## src/rtl/fetch_stage_if.sv

```systemverilog
// Instruction-memory request/response bundle between the fetch stage and imem.
interface fetch_stage_if;
  logic        imem_req;
  logic [15:0] imem_addr;
  logic        imem_ready;
  logic [15:0] imem_rdata;

  modport master (
    output imem_req,
    output imem_addr,
    input  imem_ready,
    input  imem_rdata
  );

  modport slave (
    input  imem_req,
    input  imem_addr,
    output imem_ready,
    output imem_rdata
  );
endinterface

```

## src/rtl/fetch_stage.sv

```systemverilog
// Instruction fetch stage: PC sequencing, imem request handshake, redirect
// tracking and the IF/ID pipeline register with stall/flush support.
module fetch_stage #(
  parameter logic [15:0] RESET_PC = 16'h0000,
  parameter logic [15:0] NOP_INST = 16'h0000
) (
  input  logic          clk,
  input  logic          rst,
  input  logic          stallD,
  input  logic          flushD,
  input  logic          PCSrcE,
  input  logic [15:0]   PCTargetE,
  fetch_stage_if.master imem,
  output logic [15:0]   inst,
  output logic [15:0]   PCD,
  output logic [15:0]   PCPlus2,
  output logic          validD
);

  localparam int unsigned XLEN = 16;
  localparam logic [XLEN-1:0] PC_INIT = {RESET_PC[XLEN-1:1], 1'b0};

  typedef enum logic [1:0] {
    BOOT  = 2'd0,
    FETCH = 2'd1,
    HOLD  = 2'd2
  } state_t;

  state_t          state, state_n;
  logic [XLEN-1:0] pcf, pcf_n;
  logic            req_q;
  logic            pend, pend_n;
  logic [XLEN-1:0] tgt, tgt_n;
  logic [XLEN-1:0] hold_inst, hold_inst_n;
  logic [XLEN-1:0] hold_pc, hold_pc_n;

  logic            ifid_we;
  logic [XLEN-1:0] ifid_inst;
  logic [XLEN-1:0] ifid_pc;

  logic [XLEN-1:0] tgt_in;
  logic [XLEN-1:0] pcf_plus2;

  assign tgt_in    = {PCTargetE[XLEN-1:1], 1'b0};
  assign pcf_plus2 = pcf + XLEN'(2);

  // imem address comes straight from PCF so it cannot move mid-request
  assign imem.imem_req  = req_q;
  assign imem.imem_addr = pcf;

  // State register and all datapath flops
  always_ff @(posedge clk or negedge rst) begin
    if (!rst) begin
      state     <= BOOT;
      pcf       <= PC_INIT;
      req_q     <= 1'b0;
      pend      <= 1'b0;
      tgt       <= '0;
      hold_inst <= NOP_INST;
      hold_pc   <= '0;
      inst      <= NOP_INST;
      PCD       <= '0;
      PCPlus2   <= '0;
      validD    <= 1'b0;
    end else begin
      state     <= state_n;
      pcf       <= pcf_n;
      req_q     <= (state_n == FETCH);
      pend      <= pend_n;
      tgt       <= tgt_n;
      hold_inst <= hold_inst_n;
      hold_pc   <= hold_pc_n;
      if (flushD) begin
        inst    <= NOP_INST;
        PCD     <= '0;
        PCPlus2 <= '0;
        validD  <= 1'b0;
      end else if (ifid_we) begin
        inst    <= ifid_inst;
        PCD     <= ifid_pc;
        PCPlus2 <= ifid_pc + XLEN'(2);
        validD  <= 1'b1;
      end
    end
  end

  // Next-state, PC selection and IF/ID write selection
  always_comb begin
    state_n     = state;
    pcf_n       = pcf;
    pend_n      = pend;
    tgt_n       = tgt;
    hold_inst_n = hold_inst;
    hold_pc_n   = hold_pc;
    ifid_we     = 1'b0;
    ifid_inst   = hold_inst;
    ifid_pc     = hold_pc;

    case (state)
      BOOT: begin
        state_n = FETCH;
      end

      FETCH: begin
        if (imem.imem_ready) begin
          if (PCSrcE) begin
            // a redirect arriving with completion is the youngest target
            pcf_n  = tgt_in;
            pend_n = 1'b0;
          end else if (pend) begin
            pcf_n  = tgt;
            pend_n = 1'b0;
          end else if (stallD || flushD) begin
            hold_inst_n = imem.imem_rdata;
            hold_pc_n   = pcf;
            pcf_n       = pcf_plus2;
            state_n     = HOLD;
          end else begin
            ifid_we   = 1'b1;
            ifid_inst = imem.imem_rdata;
            ifid_pc   = pcf;
            pcf_n     = pcf_plus2;
          end
        end else if (PCSrcE) begin
          pend_n = 1'b1;
          tgt_n  = tgt_in;
        end
      end

      HOLD: begin
        if (PCSrcE) begin
          pcf_n       = tgt_in;
          hold_inst_n = NOP_INST;
          hold_pc_n   = '0;
          state_n     = FETCH;
        end else if (!stallD && !flushD) begin
          ifid_we = 1'b1;
          state_n = FETCH;
        end
      end

      default: begin
        state_n = BOOT;
      end
    endcase
  end

endmodule

```

## src/flat_wrapper.sv

```systemverilog
// flat-port wrapper written by rule: the top's interface ports become plain ports
module fetch_stage_flat 
#(
  parameter logic [15:0] RESET_PC = 16'h0000,
  parameter logic [15:0] NOP_INST = 16'h0000
)
  (clk, rst, stallD, flushD, PCSrcE, PCTargetE, inst, PCD, PCPlus2, validD, imem_imem_req, imem_imem_addr, imem_imem_ready, imem_imem_rdata);
  fetch_stage_if imem_i ();
  input  logic clk;
  input  logic rst;
  input  logic stallD;
  input  logic flushD;
  input  logic PCSrcE;
  input  logic [15:0] PCTargetE;
  output logic [15:0] inst;
  output logic [15:0] PCD;
  output logic [15:0] PCPlus2;
  output logic validD;
  output wire logic [$bits(imem_i.imem_req)-1:0] imem_imem_req;
  output wire logic [$bits(imem_i.imem_addr)-1:0] imem_imem_addr;
  input wire logic [$bits(imem_i.imem_ready)-1:0] imem_imem_ready;
  input wire logic [$bits(imem_i.imem_rdata)-1:0] imem_imem_rdata;
  assign imem_imem_req = imem_i.imem_req;
  assign imem_imem_addr = imem_i.imem_addr;
  assign imem_i.imem_ready = imem_imem_ready;
  assign imem_i.imem_rdata = imem_imem_rdata;
  fetch_stage #(.RESET_PC(RESET_PC), .NOP_INST(NOP_INST)) u_core (.clk(clk), .rst(rst), .stallD(stallD), .flushD(flushD), .PCSrcE(PCSrcE), .PCTargetE(PCTargetE), .imem(imem_i), .inst(inst), .PCD(PCD), .PCPlus2(PCPlus2), .validD(validD));
endmodule
```

## config.mk

```make
export PLATFORM = sky130hd
export DESIGN_NAME = fetch_stage_flat
export DESIGN_NICKNAME = d
export VERILOG_FILES = /design/src/rtl/fetch_stage_if.sv /design/src/rtl/fetch_stage.sv /design/src/flat_wrapper.sv
export SDC_FILE = /design/constraint.sdc
export NUM_CORES = 1
export LEC_CHECK = 0
export ABC_AREA = 1
export BUFFER_PORTS_ARGS = -buffer_cell sky130_fd_sc_hd__buf_2
export CORE_MARGIN = 2
export CORE_UTILIZATION = 50
export CTS_CLUSTER_DIAMETER = 60
export DETAILED_ROUTE_END_ITERATION = 12
export MAX_ROUTING_LAYER = met4
export PLACE_DENSITY = 0.76
export SYNTH_ARGS = -nofsm -noshare
export SYNTH_HDL_FRONTEND = slang
export SYNTH_SLANG_ARGS = --single-unit
```

## constraint.sdc

```tcl
create_clock -name clk -period 2 [get_ports clk]
set_input_delay 0.1 -clock clk [delete_from_list [all_inputs] [get_ports clk]]
set_output_delay 0.1 -clock clk [all_outputs]
set_load 0.02 [all_outputs]
```

==> flow_summary.ini, run 1 <==
[yosys]
synth-compound-area-share_pct = 15.9
synthCells = 716
yosys.area.top_type = dfrtp_1
synth_top_area_share_pct = 49.6
synthSimpleGateAreaFrac_pct = 23.2
synth_seq_area_share_pct = 49.6
synthXorXnorAreaFrac_pct = 0.609
synth-seq-cells = 114
synth_nets = 760
syn_avg_cell_area_um2 = 8.04
synth.cell_area_um2 = 5760
yosys_warnings = 0
muxShareOfSynthArea_pct = 0.587
synthAdderAreaFrac_pct = 1.30
yosys-top-cells-area = dfrtp_1 (50%), nand2_1 (11%), o21ai_0 (8.5%), inv_1 (5.4%), nand3_1 (5.2%)
synth_top_family_by_area = simple AND/OR/NAND/NOR gates
synth.distinct_cells = 40

[clocking]
clkLatencyLatePin_ns = 0.42
tritoncts = built
root_buffer = clkbuf_16
clock_sinks = 114
clkSlewWorstSetupHoldPaths_ns = 0.05
cts_buffer_depth = 2
numCtsBuffers = 17
htreeDepth = 4

[power]
power.leakage_nw = 3.94
p_per_area_nw_per_um2 = 1430
vdd_drop_max_mv = 0.792
finalPower_mw = 11.0

[run]
drv_cap = 0

[sta]
slew_headroom_pct = 66.5
final_max_slew_viol_count = 0
fmax_mhz = 496
rsz0062_at_grt = yes
skew_ns = 0.00640
final.min_clock_period_ns = 2.02
hold_ws_ns = 0.0194
hold_violations = 0
finalSetupViolations = 4
period_share_pct = 101
worstMarginPinSlew_ns = 0.502
setup_ws_ns = -0.0168

[worst_setup_path]
worst-r2r-cell-count = 12
crit_chain = inv_2, ha_4, nand2_2, inv_2, nand3_4, clkbuf_16, o21ai_2, nand2_2, nor2_2, nand4_1, nand3_1, nand2_1
criticalPathCategory = reg2reg
critPathLaunch = u_core.state[1]$_DFF_PN0_
critPathSlowestCell = dfrtp_1
path_buf_inv = 3
start_kind = register
r2r_end = u_core.PCPlus2[11]$_DFFE_PN0P_
crit_end = u_core.PCPlus2[11]$_DFFE_PN0P_
cp.required_ns = 2.30
rrSetupSlack_ns = -0.02
timing.rr.start = u_core.state[1]$_DFF_PN0_
cp_top_family = simple AND/OR/NAND/NOR gates
crit_path_max_incr_delay_ns = 0.41
crit_path_max_fanout = 6
crit_path_end_kind = register
critical_path_arrival_ns = 2.32
worstSetupPathDepth = 12

[placement]
place.gp.congestion = 0.892
dpl.hpwl_um = 9850
io_buffer_count = 101

[drt]
vias = 5691
drtIter0Drc = 517
viasPerCell = 5.53
dr.pass1.iters = 5
avgRoutedWirePerCell_um = 15.7
routed_wl_um = 16200
drc = 0
ant_nets = 0

[die]
coreArea_um2 = 11300
initial_utilization_pct = 50.8
core.rowCount = 39
die_w_um = 111
io_pins = 104
dieHeight_um = 111
design.die.area_um2 = 12400

[global_routing]
antenna_found_initial = 0
grt_pass1_wl_um = 25400
grt_overflow = 0
grt_pass1_vias = 5221
grt_max_degree = 52
grt_usage_pct = 26.2

[cells_and_area]
drive_gt1_share_pct = 24.6
nNetsFinal = 920
multi_input_area_um2 = 2530
layout_commonest_cell = nand2_1
area_growth_pct = 34.6
fillers = 864
final_cell_mix = nand2_1 (151), dfrtp_1 (113), buf_2 (100), o21ai_0 (98), inv_1 (78)
final-seq-area_um2 = 2850
antenna_cells = 0

[outcome]
violations = negative setup slack
outcome = finished, violations left

[hold_path]
hold_path_class = in2reg
hold_depth = 3
[sequential cells by signal, summed over array words and instances (netlist names)]
name                   count
u_core.tgt                15
u_core.PCPlus2            16
u_core.imem.imem_addr     15
u_core.PCD                15
u_core.imem.imem_req       1
u_core.state               2
u_core.inst               16
u_core.pend                1
u_core.validD              1
u_core.hold_pc            16
u_core.hold_inst          16
[synth_stat cells]
cell type    n
o21ai_0     98
o22ai_1      2
conb_1       1
o21ai_2      2
nand2_1    161
nor2_4       3
a22oi_1      5
buf_6        3
nand2_2      2
inv_2        1
nand3_2      1
a21boi_0     3
buf_2       10
buf_1        2
nand3_1     60
a21oi_2      1
mux2_2       3
o21a_1       1
nor2_1      45
o21ai_4      1
buf_4        2
o31ai_1      2
nor3_1       6
clkbuf_1    21
nand4_1     19
o211ai_1     6
xor2_1       4
ha_1         6
a21oi_1     28
nand3_4      1
nor2_2       2
dfrtp_1    114
a22o_1       2
nand3b_1     3
o221ai_1     2
o21ai_1      4
a2bb2oi_1    1
or2_2        1
inv_1       83
a32o_1       4
[kinds of logic (layout without fill, tap and decap cells)]
family | after synthesis | in the layout
flops | 114 | 114
xor+xnor | 4 | 4
other cells | 1 | 1
fa+ha+maj | 6 | 6
buf+inv | 122 | 291
compound gates | 162 | 162
mux | 3 | 3
simple gates | 304 | 305
[worst min path at each step]
stage	start	endpoint	slack (ns)
2_1_floorplan	rst	u_core.PCD[10]$_DFFE_PN0P_	-0.20
3_3_place_gp	rst	u_core.hold_inst[4]$_DFFE_PN0P_	0.1
3_5_place_dp	rst	u_core.hold_inst[4]$_DFFE_PN0P_	0.11
4_1_cts	PCSrcE	u_core.tgt[1]$_DFFE_PN0P_	0.005
5_1_grt	PCSrcE	u_core.tgt[1]$_DFFE_PN0P_	0.05
6_report	PCSrcE	u_core.tgt[1]$_DFFE_PN0P_	0.02
[cell type report]
cell class / count / share of cell area, %
repair buffers: 177 / 16.2
inverters: 84 / 4.12
clock inverters: 5 / 1.29
multi-input cells: 481 / 32.6
clock buffers: 24 / 6.48
flip-flops and latches: 114 / 36.8
well taps: 143 / 2.31
repair inverters: 1 / 0.0969
[worst register-to-register path, stage by stage (launching register included)]
cell and delay, ns:
dfrtp_1 0.41, inv_2 0.11, ha_4 0.16, nand2_2 0.05, inv_2 0.09, nand3_4 0.14, clkbuf_16 0.20, o21ai_2 0.15
nand2_2 0.13, nor2_2 0.20, nand4_1 0.11, nand3_1 0.09, nand2_1 0.05
[report_power, final]
| group | switching [mW] | total (mW) | internal, mW |
|---|---|---|---|
| registers | 0.553 | 3.59 | 3.04 |
| logic | 2.75 | 4.36 | 1.61 |
| clock network | 1.00 | 3.10 | 2.09 |
[what timing repair did]
action | CTS | global route
endpoints found under the hold margin | 71 | 0
hold buffers | 33 | 0
cloned | 0 | 5
buffers inserted | 0 | 8
resized for setup | 12 | 23
setup endpoints to repair | 47 | 34
pin swaps | 1 | 8
[metrics by stage]
step	utilization [%]	instances	setup TNS, ns	area [um2]	worst slack, ns
floorplan	-	716	0	5770	0.0297
global placement	57.9	954	-3.33	6560	-0.162
detailed placement	57.9	954	-5.45	6560	-0.232
CTS	66.6	1016	0	7540	0.00725
global route	68.4	1029	-1.38	7740	-0.141
finish	68.4	1029	-0.0521	7740	-0.0168
[per-layer routing]
layer | track usage [%] | up-vias | wire [um]
met5 | - | - | 0
met4 | 10.1 | 0 | 376
met3 | 5.14 | 42 | 1070
met2 | 40.7 | 248 | 8030
met1 | 34.2 | 2710 | 6690
li1 | - | 2691 | -
(Power assumes the default switching activity.)
==> inputs of run 2 (changes only) <==
Settings changed: CTS_BUF_LIST set to sky130_fd_sc_hd__clkbuf_4.
==> flow_summary.ini, run 2 (synthesized netlist as in run 1, its figures left out) <==
[global_routing]
antenna_found_initial = 1
grt_pass1_wl_um = 24200
grt_usage_pct = 25.0
grt_max_degree = 52
grt_pass1_vias = 5052
grt_overflow = 0

[clocking]
numCtsBuffers = 17
root_buffer = clkbuf_4
clkLatencyLatePin_ns = 0.53
htreeDepth = 4
tritoncts = built
cts_buffer_depth = 2
clock_sinks = 114
clkSlewWorstSetupHoldPaths_ns = 0.10

[worst_setup_path]
cp.required_ns = 2.40
criticalPathCategory = reg2reg
critPathLaunch = u_core.state[0]$_DFF_PN0_
crit_path_max_incr_delay_ns = 0.53
start_kind = register
crit_chain = inv_1, ha_1, buf_4, clkinvlp_2, nand3_1, o21ai_0
crit_path_max_fanout = 15
critical_path_arrival_ns = 2.42
critPathSlowestCell = clkinvlp_2
crit_path_end_kind = register
timing.rr.start = u_core.state[0]$_DFF_PN0_

[placement]
pre_cts_ws_ns = -0.232
io_buffer_count = 101
dpl.hpwl_um = 9850
place.gp.congestion = 0.892

[drt]
dr.pass1.iters = 5
drc = 0
routed_wl_um = 15800
vias = 5675
viasPerCell = 5.47
avgRoutedWirePerCell_um = 15.2
drtIter0Drc = 449
ant_nets = 0

[sta]
tns_ns = -0.0211
final_max_slew_viol_count = 0
final.min_clock_period_ns = 2.02
fmax_mhz = 495
slew_headroom_pct = 58.1
rsz0062_at_grt = yes
setup_ws_ns = -0.0211
period_share_pct = 101
hold_violations = 0
worstMarginPinSlew_ns = 0.625
finalSetupViolations = 1
skew_ns = 0.0219

[cells_and_area]
final_cell_mix = nand2_1 (149), dfrtp_1 (113), buf_2 (101), o21ai_0 (98), inv_1 (79)
layout_commonest_cell = nand2_1
fillers = 919
drive_gt1_share_pct = 24.9
multi_input_area_um2 = 2570
nNetsFinal = 927
area_growth_pct = 30.4
final-seq-area_um2 = 2850

[die]
coreArea_um2 = 11300
initial_utilization_pct = 50.8
die_w_um = 111
core.rowCount = 39
design.die.area_um2 = 12400
io_pins = 104
dieHeight_um = 111

[power]
vdd_drop_max_mv = 0.748
p_per_area_nw_per_um2 = 1300
power.leakage_nw = 3.84

[outcome]
outcome = finished, violations left
violations = negative setup slack

[hold_path]
hold_path_class = in2async

[run]
drv_cap = 0
## run 2: cell types whose count changed in the layout (fill, tap and decap cells not counted), sizes merged
cell / previous run / this run
clkbuf: 26 / 21
clkinv: 2 / 7
dlygate4sd3: 33 / 34
buf: 142 / 148
diode: 0 / 1
## run 2: final timing paths
check                      cells past startpoint                       endpoint  slack, ns
setup / recovery                               6  u_core.hold_pc[4]$_DFFE_PN0P_      -0.02
hold / removal                                 2      u_core.state[1]$_DFF_PN0_       0.08
setup reg to reg                               6  u_core.hold_pc[4]$_DFFE_PN0P_      -0.02
hold reg to reg                                2     u_core.PCD[12]$_DFFE_PN0P_       0.48
max in group asynchronous                      3  u_core.PCPlus2[8]$_DFFE_PN0P_       1.18
min in group clk                               5      u_core.state[0]$_DFF_PN0_       0.10
## run 2: timing repair
item                                    in CTS  in global routing
resized for setup                           15                 28
endpoints found under the setup margin      49                 29
gates cloned                                 0                  6
hold endpoints to repair                   151                  0
buffers inserted                             3                 10
pin swaps                                    1                 11
hold buffers                                34                  0
## run 2: critical path, delay by kind of cell (launching register included)
family	cells	cell delay [ns]
AOI/OAI and AO/OA	1	0.13
DFF	1	0.45
adders and majority gates	1	0.18
and+or+nand+nor	1	0.33
buffers and inverters	3	0.80
## run 2: stage by stage
step	utilization [%]	std cells	instance area [um2]	hold WS (ns)	total power, mW
after global routing	66.3	1037	7500	0.0807	10.4
after floorplan	-	716	5770	-0.196	6.18
after detailed placement	57.9	954	6560	0.106	7.48
after CTS	64.0	1020	7240	0.0288	9.32
after global placement	57.9	954	6560	0.0961	7.34
final	66.3	1037	7500	0.0789	9.74
## run 2: final cells by class
| class | count | share of cell area (%) |
|---|---|---|
| multi-input combinational | 481 | 34.2 |
| timing repair inverter | 1 | 0.0667 |
| tap | 143 | 2.38 |
| clock inverter | 10 | 1.58 |
| clock buffer | 19 | 1.90 |
| timing repair buffer | 184 | 17.5 |
| sequential | 114 | 38.0 |
| inverter | 84 | 4.29 |
| antenna | 1 | 0.0333 |
## run 2: power by group
group / internal (mW) / switching, mW
clock: 0.849 / 0.838
combinational: 1.66 / 2.81
sequential: 3.03 / 0.550
total: 5.54 / 4.20
## run 2: metal layers
layer,vias to the layer above,track usage [%],share of wire [%]
li1,2707,-,-
met1,2680,32.9,42
met2,267,38.3,50
met3,21,6.56,7.5
met4,0,7.74,1.1
met5,-,-,0
